**src/rtl/dlx_bus_pkg.sv**
```systemverilog
// Shared DLX data-bus definitions: decoder state encoding, default widths
// and the LED/RAM system map.
package dlx_bus_pkg;

    typedef enum logic [1:0] {
        IDLE,
        ACTIVE,
        RESP
    } mmio_state_t;

    localparam int unsigned DLX_ADDR_W = 32;

    localparam logic [31:0] LED_BASE = 32'h0000_0001;
    localparam logic [31:0] LED_MASK = 32'hFFFF_FFFF;
    localparam logic [31:0] RAM_BASE = 32'h0000_0000;
    localparam logic [31:0] RAM_MASK = 32'h0000_0000;

    // Width of an index into n items, never narrower than one bit.
    function automatic int unsigned idx_width(int unsigned n);
        return (n > 1) ? $clog2(n) : 1;
    endfunction

endpackage

```
**src/rtl/mmio_addr_match.sv**
```systemverilog
// Combinational window match: compares an address against every slave
// base/mask pair and priority-encodes the lowest matching slave.
module mmio_addr_match
    import dlx_bus_pkg::*;
#(
    parameter int unsigned                       ADDR_W   = DLX_ADDR_W,
    parameter int unsigned                       N_SLAVES = 4,
    parameter logic [N_SLAVES-1:0][ADDR_W-1:0]   SLV_BASE = '0,
    parameter logic [N_SLAVES-1:0][ADDR_W-1:0]   SLV_MASK = '0
) (
    input  logic [ADDR_W-1:0]                    addr,
    output logic                                 hit_any,
    output logic [idx_width(N_SLAVES)-1:0]       sel
);

    localparam int unsigned SEL_W = idx_width(N_SLAVES);

    // NOTE: every output gets a default before the loop, so no latch is inferred.
    always_comb begin
        hit_any = 1'b0;
        sel     = '0;
        // Scan downwards so the lowest matching index is the last one written.
        for (int i = N_SLAVES - 1; i >= 0; i--) begin
            if ((addr & SLV_MASK[i]) == (SLV_BASE[i] & SLV_MASK[i])) begin
                hit_any = 1'b1;
                sel     = SEL_W'(i);
            end
        end
    end

endmodule

```
**src/rtl/mmio_decoder.sv**
```systemverilog
// Registered chip-select decoder for the DLX MEM-stage data bus: one request
// at a time, one-hot select, ack wait with optional timeout, one-cycle response.
module mmio_decoder
    import dlx_bus_pkg::*;
#(
    parameter int unsigned                       ADDR_W   = DLX_ADDR_W,
    parameter int unsigned                       N_SLAVES = 4,
    parameter logic [N_SLAVES-1:0][ADDR_W-1:0]   SLV_BASE = '0,
    parameter logic [N_SLAVES-1:0][ADDR_W-1:0]   SLV_MASK = '0,
    parameter int unsigned                       TIMEOUT  = 15
) (
    input  logic                                 clk,
    input  logic                                 rst_n,
    input  logic                                 req_valid,
    output logic                                 req_ready,
    input  logic [ADDR_W-1:0]                    req_addr,
    input  logic                                 req_we,
    output logic [N_SLAVES-1:0]                  cs,
    output logic                                 cs_we,
    input  logic [N_SLAVES-1:0]                  slv_ack,
    output logic                                 rsp_valid,
    output logic                                 rsp_err,
    output logic [idx_width(N_SLAVES)-1:0]       rsp_slave
);

    localparam int unsigned SEL_W   = idx_width(N_SLAVES);
    localparam int unsigned CNT_W   = idx_width(TIMEOUT);
    localparam int unsigned TO_LAST = (TIMEOUT == 0) ? 0 : TIMEOUT - 1;

    mmio_state_t         state_q, state_d;
    logic [N_SLAVES-1:0] cs_q, cs_d;
    logic                cs_we_q, cs_we_d;
    logic                rsp_valid_q, rsp_valid_d;
    logic                rsp_err_q, rsp_err_d;
    logic [SEL_W-1:0]    rsp_slave_q, rsp_slave_d;
    logic [SEL_W-1:0]    sel_q, sel_d;
    logic [CNT_W-1:0]    cnt_q, cnt_d;

    logic                match_hit;
    logic [SEL_W-1:0]    match_sel;
    logic                accept;
    logic                mapped;
    logic                ack_hit;
    logic                timeout_hit;

    mmio_addr_match #(
        .ADDR_W   (ADDR_W),
        .N_SLAVES (N_SLAVES),
        .SLV_BASE (SLV_BASE),
        .SLV_MASK (SLV_MASK)
    ) u_match (
        .addr     (req_addr),
        .hit_any  (match_hit),
        .sel      (match_sel)
    );

    assign req_ready   = (state_q == IDLE);
    assign accept      = req_valid && req_ready;
    // Address zero is a null pointer dereference, never a real access.
    assign mapped      = match_hit && (req_addr != '0);
    assign ack_hit     = slv_ack[sel_q];
    assign timeout_hit = (TIMEOUT != 0) && (cnt_q == CNT_W'(TO_LAST));

    // NOTE: sequential state uses non-blocking assignments only.
    always_ff @(posedge clk) begin
        if (!rst_n) begin
            state_q     <= IDLE;
            cs_q        <= '0;
            cs_we_q     <= 1'b0;
            rsp_valid_q <= 1'b0;
            rsp_err_q   <= 1'b0;
            rsp_slave_q <= '0;
            sel_q       <= '0;
            cnt_q       <= '0;
        end else begin
            state_q     <= state_d;
            cs_q        <= cs_d;
            cs_we_q     <= cs_we_d;
            rsp_valid_q <= rsp_valid_d;
            rsp_err_q   <= rsp_err_d;
            rsp_slave_q <= rsp_slave_d;
            sel_q       <= sel_d;
            cnt_q       <= cnt_d;
        end
    end

    always_comb begin
        state_d = state_q;
        unique case (state_q)
            IDLE:    if (accept) state_d = mapped ? ACTIVE : RESP;
            ACTIVE:  if (ack_hit || timeout_hit) state_d = RESP;
            RESP:    state_d = IDLE;
            default: state_d = IDLE;
        endcase
    end

    always_comb begin
        cs_d        = cs_q;
        cs_we_d     = cs_we_q;
        rsp_valid_d = 1'b0;
        rsp_err_d   = 1'b0;
        rsp_slave_d = '0;
        sel_d       = sel_q;
        cnt_d       = cnt_q;
        unique case (state_q)
            IDLE: begin
                if (accept && mapped) begin
                    cs_d    = N_SLAVES'(1) << match_sel;
                    cs_we_d = req_we;
                    sel_d   = match_sel;
                    cnt_d   = '0;
                end else if (accept) begin
                    rsp_valid_d = 1'b1;
                    rsp_err_d   = 1'b1;
                end
            end
            ACTIVE: begin
                cnt_d = cnt_q + 1'b1;
                // Ack is checked first so it wins over a same-cycle timeout.
                if (ack_hit) begin
                    cs_d        = '0;
                    cs_we_d     = 1'b0;
                    rsp_valid_d = 1'b1;
                    rsp_slave_d = sel_q;
                end else if (timeout_hit) begin
                    cs_d        = '0;
                    cs_we_d     = 1'b0;
                    rsp_valid_d = 1'b1;
                    rsp_err_d   = 1'b1;
                end
            end
            default: ;
        endcase
    end

    assign cs        = cs_q;
    assign cs_we     = cs_we_q;
    assign rsp_valid = rsp_valid_q;
    assign rsp_err   = rsp_err_q;
    assign rsp_slave = rsp_slave_q;

endmodule

```
**config.mk**
```make
export PLATFORM = sky130hd
export DESIGN_NAME = mmio_decoder
export DESIGN_NICKNAME = d
export VERILOG_FILES = /design/src/rtl/dlx_bus_pkg.sv /design/src/rtl/mmio_addr_match.sv /design/src/rtl/mmio_decoder.sv
export SDC_FILE = /design/constraint.sdc
export NUM_CORES = 1
export LEC_CHECK = 0
export ABC_CLOCK_PERIOD_IN_PS = 1600
export BUFFER_PORTS_ARGS = -buffer_cell sky130_fd_sc_hd__buf_4
export CORE_MARGIN = 4
export CORE_UTILIZATION = 25
export CTS_CLUSTER_DIAMETER = 60
export DETAILED_ROUTE_END_ITERATION = 16
export GPL_ROUTABILITY_DRIVEN = 0
export HOLD_SLACK_MARGIN = 0.12
export PLACE_DENSITY_LB_ADDON = 0.08
export SKIP_CTS_REPAIR_TIMING = 1
export SLEW_MARGIN = 5
export SYNTH_ARGS = -nofsm -noshare
export SYNTH_HDL_FRONTEND = slang
export SYNTH_HIERARCHICAL = 1
export SYNTH_SLANG_ARGS = --single-unit
```
**constraint.sdc**
```tcl
create_clock -name clk -period 1.6 [get_ports clk]
set_input_delay 0.16 -clock clk [delete_from_list [all_inputs] [get_ports clk]]
set_output_delay 0.16 -clock clk [all_outputs]
set_load 0.02 [all_outputs]
```
==> impl_metrics.json, run 1 <==
{
  "timing.critical_path.buf_inv": 0,
  "instance_area_after_placement_sq_um": 1290,
  "r2r.worst_path.cells": 4,
  "clock_tree_from_tritoncts": "yes",
  "area_growth_from_synthesis_to_layout_pct": 50.0,
  "grt_start_max_net_pins": 13,
  "finalHoldViolations": 0,
  "post-route-util_pct": 39.2,
  "cell_depth_of_the_worst_setup_path": 4,
  "finalSetupViolCount": 0,
  "most_common_library_cell_in_the_layout_ignoring_fill_and_taps": "sky130_fd_sc_hd__buf_4",
  "detailedPlacementHpwl_microns": 1880,
  "final_cell_area_sq_um": 1320,
  "antenna_cells": 0,
  "antenna_violations_before_repair": 0,
  "met3_usage_pct": 4.33,
  "worstHoldPathType": "primary input to flop",
  "yosysWarnings": 6,
  "vias": 829,
  "die_footprint_sq_um": 4530,
  "synthesis.instances": 97,
  "grt_setup_unrepaired": "no",
  "synthesis.area_per_instance_sq_um": 9.06,
  "maxSlewViolCount": 0,
  "worst_clock_skew_ps": 0.309,
  "tns_ps": 0,
  "clock_tree.buffer_depth": 2,
  "worst_skew_pair.late_latency_ps": 290,
  "cts_max_level": 1,
  "placementRows": 21,
  "worst_r2r_startpoint": "sel_q[0]$_SDFFE_PN0P_",
  "nNetsFinal": 191,
  "final.period_utilization_pct": 97.2,
  "fillCellCount": 363,
  "synth.distinct_cells": 34,
  "route.detailed.vias_per_inst": 4.27,
  "cp.required_ps": 1830,
  "drt_pass1_iterations": 4,
  "peakVddDrop_uv": 506,
  "timing.critical_path.to_type": "flop",
  "grt_overflow_total": 0,
  "dr.first_iter.drc_count": 28,
  "critPathKind": "flop to flop",
  "grt_first_pass_wirelength_microns": 3730,
  "routed_wirelength_microns": 2290,
  "cp_data_arrival_time_ps": 1790,
  "max_freq_mhz": 643,
  "ff2ff_setup_slack_ps": 40,
  "most-common-layout-cells": "sky130_fd_sc_hd__buf_4, sky130_fd_sc_hd__dfxtp_1, sky130_fd_sc_hd__nor2_1",
  "cts-root-buf": "sky130_fd_sc_hd__clkbuf_4",
  "critPathLaunch": "sel_q[0]$_SDFFE_PN0P_",
  "crit_path_cell_trace": "mux4_2 -> a31o_4 -> or2_4 -> a21oi_2",
  "crit_family": "multiplexers",
  "synthDominantCellAreaShare_pct": 38.7,
  "post_drt_wl_per_cell_microns": 11.8,
  "whs_ps": 130,
  "groute.layer.met2.usage_pct": 18.2,
  "floorplan.io_pins": 50,
  "crit-reg2reg-capture": "state_q[0]$_SDFFE_PN0P_",
  "status": "finished, final reports clean",
  "seq_area_frac_synth_pct": 38.7,
  "timing.critical_path.from_type": "flop",
  "drc_violations_left": 0,
  "critPathSlowestCell": "sky130_fd_sc_hd__mux4_2",
  "ys_top_cells_by_area": "sky130_fd_sc_hd__dfxtp_1, sky130_fd_sc_hd__mux2i_1, sky130_fd_sc_hd__nor4_1",
  "postSynthRegisterBits": 17,
  "numClockSinks": 17,
  "power.leakage_nw": 0.585,
  "final_antenna_net_count": 0,
  "die_width_microns": 67.3,
  "grt_pass1_vias": 791,
  "cp-endpoint": "state_q[0]$_SDFFE_PN0P_",
  "port-buffer-count": 49,
  "clkSlewWorstSetupHoldPaths_ps": 100,
  "grt_usage_pct": 11.1,
  "post-route-min-period_ps": 1560,
  "die_h_microns": 67.3,
  "initial_core_util_pct": 26.1,
  "max_stage_delay_ps": 540,
  "global_route.peak_usage_layer": "met2",
  "numCtsBuffers": 3,
  "cap_viol_max_count": 0,
  "power_density_nw_per_um2": 669,
  "drive_above_1_share_pct": 45.3,
  "worstPathMaxFanout": 3,
  "mappedNetlistArea_sq_um": 878,
  "synthDominantAreaCellType": "sky130_fd_sc_hd__dfxtp_1",
  "design.core.area_sq_um": 3360,
  "met1_usage_pct": 14.1
}
==> where the power goes <==
group / total [W] / switching [W] / internal, W / leakage, nW
sequential: 0.000450 / 0.0000109 / 0.000439 / 0.139
clock: 0.000232 / 0.000135 / 0.0000969 / 0.0150
combinational: 0.000200 / 0.0000847 / 0.000115 / 0.431
total: 0.000881 / 0.000231 / 0.000651 / 0.585
==> cell type report <==
class	instances	area (sq um)	share of cell area [%]
Multi-Input combinational cell	74	502	38.1
Timing Repair Buffer	51	383	29.1
Sequential cell	17	342	25.9
Tap cell	46	57.6	4.37
Clock buffer	4	26.3	1.99
Inverter	2	7.51	0.570
==> worst min path at each step <==
stage                               endpoint   start  slack (ps)  depth (start not counted)
after floorplan           cs_we$_SDFFE_PN0P_  req_we         330                          2
after global placement    cs_we$_SDFFE_PN0P_  req_we         430                          3
after detailed placement  cs_we$_SDFFE_PN0P_  req_we         430                          3
after CTS                 cs_we$_SDFFE_PN0P_  req_we         120                          3
after global routing      cs_we$_SDFFE_PN0P_  req_we         140                          3
final                     cs_we$_SDFFE_PN0P_  req_we         130                          3
==> synthesized netlist by cell type <==
library cell,instances
sky130_fd_sc_hd__o21ai_0,1
sky130_fd_sc_hd__nor2_1,10
sky130_fd_sc_hd__a31oi_1,2
sky130_fd_sc_hd__o21ai_4,1
sky130_fd_sc_hd__a21oi_2,1
sky130_fd_sc_hd__o22ai_2,1
sky130_fd_sc_hd__buf_4,3
sky130_fd_sc_hd__a31o_4,1
sky130_fd_sc_hd__dlygate4sd1_1,1
sky130_fd_sc_hd__nand3b_1,1
sky130_fd_sc_hd__nand3_1,5
sky130_fd_sc_hd__and4bb_2,1
sky130_fd_sc_hd__or3_1,1
sky130_fd_sc_hd__inv_1,2
sky130_fd_sc_hd__nand2_1,9
sky130_fd_sc_hd__clkbuf_1,1
sky130_fd_sc_hd__xnor2_1,1
sky130_fd_sc_hd__nand2b_1,2
sky130_fd_sc_hd__nor4_1,8
sky130_fd_sc_hd__nor2b_1,1
sky130_fd_sc_hd__and2_1,1
sky130_fd_sc_hd__a21oi_1,4
sky130_fd_sc_hd__mux2i_1,6
sky130_fd_sc_hd__ha_1,2
sky130_fd_sc_hd__nand4_1,4
sky130_fd_sc_hd__dfxtp_1,17
sky130_fd_sc_hd__or2_0,1
sky130_fd_sc_hd__and3_1,1
sky130_fd_sc_hd__conb_1,2
sky130_fd_sc_hd__nand2_4,2
sky130_fd_sc_hd__and3_2,1
sky130_fd_sc_hd__mux4_2,1
sky130_fd_sc_hd__or2_2,1
sky130_fd_sc_hd__and2_2,1
==> metrics by stage <==
step           total power [W]  setup WS, ps  instances
6_report              0.000881          44.4        194
5_1_grt               0.000945          8.23        194
4_1_cts               0.000899         -10.7        194
3_5_place_dp          0.000659          13.9        190
3_3_place_gp          0.000657          63.9        190
2_1_floorplan         0.000556           118         98
==> layer usage <==
| layer | routed length, microns | vias to the layer above |
|---|---|---|
| li1 | - | 445 |
| met1 | 1030 | 370 |
| met2 | 1180 | 12 |
| met3 | 72 | 2 |
| met4 | 8 | 0 |
| met5 | 0 | - |
==> worst register-to-register path, stage by stage, from the launching register on <==
cell and delay (ps):
sky130_fd_sc_hd__dfxtp_2 360, sky130_fd_sc_hd__mux4_2 540, sky130_fd_sc_hd__a31o_4 250, sky130_fd_sc_hd__or2_4 230, sky130_fd_sc_hd__a21oi_2 120
==> logic make-up (layout without fill, tap and decap cells) <==
group | Yosys count | in the layout | share of synthesized area [%]
AO/OA/AOI/OAI | 11 | 11 | 10.5
XOR/XNOR | 1 | 1 | 0.997
adder cells (fa/ha/maj) | 2 | 2 | 2.85
buffers and inverters | 7 | 57 | 4.84
flip-flops | 17 | 17 | 38.7
multiplexers | 7 | 7 | 9.40
other | 2 | 3 | 0.855
AND/OR/NAND/NOR | 50 | 50 | 31.8
==> sequential cells by signal, summed over array words and instances (netlist names) <==
name	cells
rsp_slave	2
rsp_valid	1
cs	4
cs_we	1
sel_q	2
cnt_q	4
rsp_err	1
state_q	2
No activity file was read; power rests on OpenSTA's default activity.
==> run 2: changes to the inputs <==
--- a/config.mk
+++ b/config.mk
@@ -8,14 +8,14 @@
 export ABC_CLOCK_PERIOD_IN_PS = 1600
 export BUFFER_PORTS_ARGS = -buffer_cell sky130_fd_sc_hd__buf_4
 export CORE_MARGIN = 4
-export CORE_UTILIZATION = 25
+export CORE_UTILIZATION = 39
 export CTS_CLUSTER_DIAMETER = 60
 export DETAILED_ROUTE_END_ITERATION = 16
 export GPL_ROUTABILITY_DRIVEN = 0
 export HOLD_SLACK_MARGIN = 0.12
 export PLACE_DENSITY_LB_ADDON = 0.08
 export SKIP_CTS_REPAIR_TIMING = 1
-export SLEW_MARGIN = 5
+export SLEW_MARGIN = 20
 export SYNTH_ARGS = -nofsm -noshare
 export SYNTH_HDL_FRONTEND = slang
 export SYNTH_HIERARCHICAL = 1
==> impl_metrics.json, run 2 (same netlist as run 1, synthesis figures left out) <==
{
  "initial_core_util_pct": 43.0,
  "hold-path-cell-count": 3,
  "numCtsBuffers": 3,
  "finalSetupViolCount": 0,
  "grt_start_max_net_pins": 13,
  "finalHoldViolations": 0,
  "crit_path_cell_trace": "mux4_2 -> a31o_4 -> nand2_4 -> nand2_4 -> mux2i_1",
  "nNetsFinal": 193,
  "cell_depth_of_the_worst_setup_path": 5,
  "design.core.area_sq_um": 2040,
  "cp.required_ps": 1780,
  "worstPathMaxFanout": 5,
  "combined_area_of_the_multi_input_logic_cells_sq_um": 499,
  "final_cell_area_sq_um": 1310,
  "worst_clock_skew_ps": 14.5,
  "floorplan.io_pins": 50,
  "timing.critical_path.buf_inv": 0,
  "critPathKind": "flop to flop",
  "crit_family": "multiplexers",
  "route.detailed.vias_per_inst": 4.99,
  "die_width_microns": 55.5,
  "ff2ff_setup_slack_ps": 70,
  "status": "finished, final reports clean",
  "grt_pass1_vias": 868,
  "post_drt_wl_per_cell_microns": 12.5,
  "instance_area_after_placement_sq_um": 1270,
  "peakVddDrop_uv": 460,
  "cp_data_arrival_time_ps": 1710,
  "grt_first_pass_wirelength_microns": 3830,
  "final.period_utilization_pct": 95.9,
  "hold_path_end": "cs_we$_SDFFE_PN0P_",
  "worst_skew_pair.late_latency_ps": 300,
  "grt_overflow_total": 0,
  "antenna_violations_before_repair": 0,
  "timing.critical_path.to_type": "flop",
  "grt_setup_unrepaired": "no",
  "numClockSinks": 17,
  "port-buffer-count": 49,
  "antenna_cells": 0,
  "most-common-layout-cells": "sky130_fd_sc_hd__buf_4, sky130_fd_sc_hd__dfxtp_1, sky130_fd_sc_hd__nor2_1",
  "total_power_w": 0.000881,
  "final_critical_path_setup_slack_ps": 65.8,
  "area_growth_from_synthesis_to_layout_pct": 48.9,
  "cts_max_level": 1,
  "critPathSlowestCell": "sky130_fd_sc_hd__mux4_2",
  "dr.first_iter.drc_count": 12,
  "drive_above_1_share_pct": 46.0,
  "post-route-min-period_ps": 1530,
  "tns_ps": 0,
  "worst_r2r_startpoint": "sel_q[0]$_SDFFE_PN0P_",
  "holdCritStartpoint": "req_we",
  "max_stage_delay_ps": 530,
  "die_footprint_sq_um": 3080,
  "vias": 884,
  "timing.critical_path.from_type": "flop",
  "r2r.worst_path.cells": 5,
  "worst_path_most_repeated_cell": "sky130_fd_sc_hd__nand2_4",
  "power_density_nw_per_um2": 674,
  "max_freq_mhz": 652,
  "area.sequential_sq_um": 342,
  "grt_usage_pct": 15.1,
  "die_h_microns": 55.5,
  "clock_tree.buffer_depth": 2,
  "fillCellCount": 189,
  "most_common_library_cell_in_the_layout_ignoring_fill_and_taps": "sky130_fd_sc_hd__buf_4",
  "final_antenna_net_count": 0,
  "maxSlewViolCount": 0,
  "cts-root-buf": "sky130_fd_sc_hd__clkbuf_4",
  "routed_wirelength_microns": 2220,
  "cap_viol_max_count": 0,
  "placementRows": 16,
  "drt_pass1_iterations": 4,
  "worstHoldPathType": "primary input to flop",
  "detailedPlacementHpwl_microns": 1890,
  "clock_tree_from_tritoncts": "yes",
  "clkSlewWorstSetupHoldPaths_ps": 110,
  "whs_ps": 122,
  "worst_slack_after_detailed_placement_ps": 50.1,
  "power.leakage_nw": 0.595,
  "crit-reg2reg-capture": "cs[0]$_SDFFE_PN0P_",
  "drc_violations_left": 0
}
[run 2: where the power goes]
part	internal (W)	leakage, nW	total (W)	switching (W)
clock	0.0000931	0.0177	0.000228	0.000135
sequential	0.000439	0.139	0.000450	0.0000114
combinational	0.000119	0.439	0.000203	0.0000843
total	0.000650	0.595	0.000881	0.000231
[run 2: final cells by class]
type	count	area share, %
clock buffer	3	1.72
clock inverter	1	0.383
tap	27	2.58
multi-input combinational	74	38.2
inverter	2	0.574
sequential	17	26.1
timing repair buffer	53	30.4
[run 2: how the worst max path moves through the flow]
| stage | startpoint | end | slack [ps] |
|---|---|---|---|
| detailed placement | sel_q[0]$_SDFFE_PN0P_ | state_q[0]$_SDFFE_PN0P_ | 50 |
| global placement | sel_q[0]$_SDFFE_PN0P_ | state_q[0]$_SDFFE_PN0P_ | 80 |
| finish | sel_q[0]$_SDFFE_PN0P_ | cs[0]$_SDFFE_PN0P_ | 70 |
| global route | sel_q[0]$_SDFFE_PN0P_ | state_q[0]$_SDFFE_PN0P_ | 10 |
| floorplan | sel_q[0]$_SDFFE_PN0P_ | state_q[0]$_SDFFE_PN0P_ | 120 |
| CTS | sel_q[0]$_SDFFE_PN0P_ | state_q[0]$_SDFFE_PN0P_ | 8 |
[run 2: per-layer routing]
layer	wire, microns	GRT usage, %	up-vias	part of all wire (%)
li1	-	-	445	-
met1	877	17.9	419	40
met2	1220	26.0	18	55
met3	110	5.36	2	5.0
met4	12	3.13	0	0.54
met5	0	0	-	0
[run 2: metrics by stage]
stage	std cells	utilization, %
2_1_floorplan	98	-
3_3_place_gp	172	62.3
3_5_place_dp	172	62.3
4_1_cts	176	63.6
5_1_grt	177	64.0
6_report	177	64.0
[run 2: worst min-delay path, stage by stage]
cell and delay [ps]:
sky130_fd_sc_hd__buf_4 80, sky130_fd_sc_hd__nand2_1 50, sky130_fd_sc_hd__o22ai_2 90
==> run 3: changes to the inputs <==
--- a/config.mk
+++ b/config.mk
@@ -8,7 +8,8 @@
 export ABC_CLOCK_PERIOD_IN_PS = 1600
 export BUFFER_PORTS_ARGS = -buffer_cell sky130_fd_sc_hd__buf_4
 export CORE_MARGIN = 4
-export CORE_UTILIZATION = 39
+export CORE_UTILIZATION = 41
+export CTS_BUF_LIST = sky130_fd_sc_hd__clkbuf_8
 export CTS_CLUSTER_DIAMETER = 60
 export DETAILED_ROUTE_END_ITERATION = 16
 export GPL_ROUTABILITY_DRIVEN = 0
==> impl_metrics.json, run 3 (same netlist as run 1, synthesis figures left out) <==
{
  "status": "finished, final reports clean",
  "post_drt_wl_per_cell_microns": 13.2,
  "max_freq_mhz": 653,
  "power_density_nw_per_um2": 731,
  "worst_skew_pair.late_latency_ps": 250,
  "most_common_library_cell_in_the_layout_ignoring_fill_and_taps": "sky130_fd_sc_hd__buf_4",
  "die_width_microns": 54.3,
  "drive_above_1_share_pct": 45.0,
  "worstPathMaxFanout": 3,
  "drc_violations_left": 0,
  "finalSetupViolCount": 0,
  "drt_pass1_iterations": 3,
  "route.detailed.vias_per_inst": 4.93,
  "cts_max_level": 1,
  "nNetsFinal": 192,
  "placementRows": 16,
  "crit-reg2reg-capture": "state_q[0]$_SDFFE_PN0P_",
  "grt_start_max_net_pins": 13,
  "cp-endpoint": "state_q[0]$_SDFFE_PN0P_",
  "die_footprint_sq_um": 2950,
  "post-route-util_pct": 65.8,
  "worstHoldPathType": "primary input to flop",
  "final_cells": 176,
  "grt_setup_unrepaired": "no",
  "worst_clock_skew_ps": 3.85,
  "power.leakage_nw": 0.601,
  "r2r.worst_path.cells": 4,
  "cp.required_ps": 1790,
  "numCtsBuffers": 3,
  "final_antenna_net_count": 0,
  "grt_pass1_vias": 868,
  "clkSlewWorstSetupHoldPaths_ps": 60,
  "grt_first_pass_wirelength_microns": 3750,
  "detailedPlacementHpwl_microns": 1900,
  "design.core.area_sq_um": 2000,
  "grt_usage_pct": 17.9,
  "critPathLaunch": "sel_q[0]$_SDFFE_PN0P_",
  "total_power_w": 0.000963,
  "post-route-min-period_ps": 1530,
  "vias": 868,
  "maxSlewViolCount": 0,
  "dr.first_iter.drc_count": 9,
  "antenna_violations_before_repair": 0,
  "most-common-layout-cells": "sky130_fd_sc_hd__buf_4, sky130_fd_sc_hd__dfxtp_1, sky130_fd_sc_hd__nor2_1",
  "cp_data_arrival_time_ps": 1720,
  "cts-root-buf": "sky130_fd_sc_hd__clkbuf_8",
  "antenna_cells": 0,
  "clock_tree_from_tritoncts": "yes",
  "final.period_utilization_pct": 95.7,
  "instance_area_after_placement_sq_um": 1260,
  "fillCellCount": 188,
  "die_h_microns": 54.3,
  "routed_wirelength_microns": 2320,
  "numClockSinks": 17,
  "final_cell_area_sq_um": 1320,
  "critPathKind": "flop to flop",
  "initial_core_util_pct": 43.9,
  "port-buffer-count": 49,
  "ff2ff_setup_slack_ps": 70,
  "floorplan.io_pins": 50,
  "area_growth_from_synthesis_to_layout_pct": 50.0,
  "clock_tree.buffer_depth": 2,
  "peakVddDrop_uv": 757,
  "cap_viol_max_count": 0,
  "dp.cells": 171,
  "finalHoldViolations": 0,
  "timing.critical_path.from_type": "flop",
  "grt_overflow_total": 0,
  "timing.critical_path.to_type": "flop",
  "worst_r2r_startpoint": "sel_q[0]$_SDFFE_PN0P_"
}
-- run 3: layer usage --
metal / up-vias / track usage, % / routed length, microns
met5: - / 0 / 0
met1: 394 / 20.2 / 984
met2: 24 / 31.3 / 1170
li1: 445 / - / -
met4: 0 / 7.05 / 25
met3: 5 / 5.45 / 148
-- run 3: final cells by class --
type | count | area [sq um] | share of cell area (%)
clock inverter | 1 | 3.75 | 0.285
clock buffer | 3 | 41.3 | 3.13
inverter | 2 | 7.51 | 0.570
tap | 27 | 33.8 | 2.56
sequential | 17 | 342 | 25.9
multi-input combinational | 74 | 499 | 37.9
timing repair buffer | 52 | 390 | 29.6
-- run 3: worst min path at each step --
stage | to | from | cells after the start | slack, ps
after global placement | cs_we$_SDFFE_PN0P_ | req_we | 3 | 430
final | cs_we$_SDFFE_PN0P_ | req_we | 3 | 180
after CTS | cs_we$_SDFFE_PN0P_ | req_we | 3 | 180
after floorplan | cs_we$_SDFFE_PN0P_ | req_we | 2 | 330
after global routing | cs_we$_SDFFE_PN0P_ | req_we | 3 | 190
after detailed placement | cs_we$_SDFFE_PN0P_ | req_we | 3 | 440
-- run 3: critical path, stage by stage (launching register included) --
cell	delay [ps]
sky130_fd_sc_hd__dfxtp_2	340
sky130_fd_sc_hd__mux4_2	540
sky130_fd_sc_hd__a31o_4	250
sky130_fd_sc_hd__or2_1	220
sky130_fd_sc_hd__a21oi_2	120
-- run 3: where the power goes --
part           switching (W)  total (W)  leakage [nW]  internal, W
registers          0.0000109   0.000450         0.139     0.000439
logic              0.0000862   0.000202         0.435     0.000115
clock network       0.000141   0.000311        0.0269     0.000170
-- run 3: metrics by stage --
stage          hold slack [ps]  setup slack, ps  TNS (ps)
2_1_floorplan              333              118         0
3_3_place_gp               427             78.8         0
3_5_place_dp               443             12.1         0
4_1_cts                    175            -8.98     -8.98
5_1_grt                    186             5.42         0
6_report                   176             69.3         0
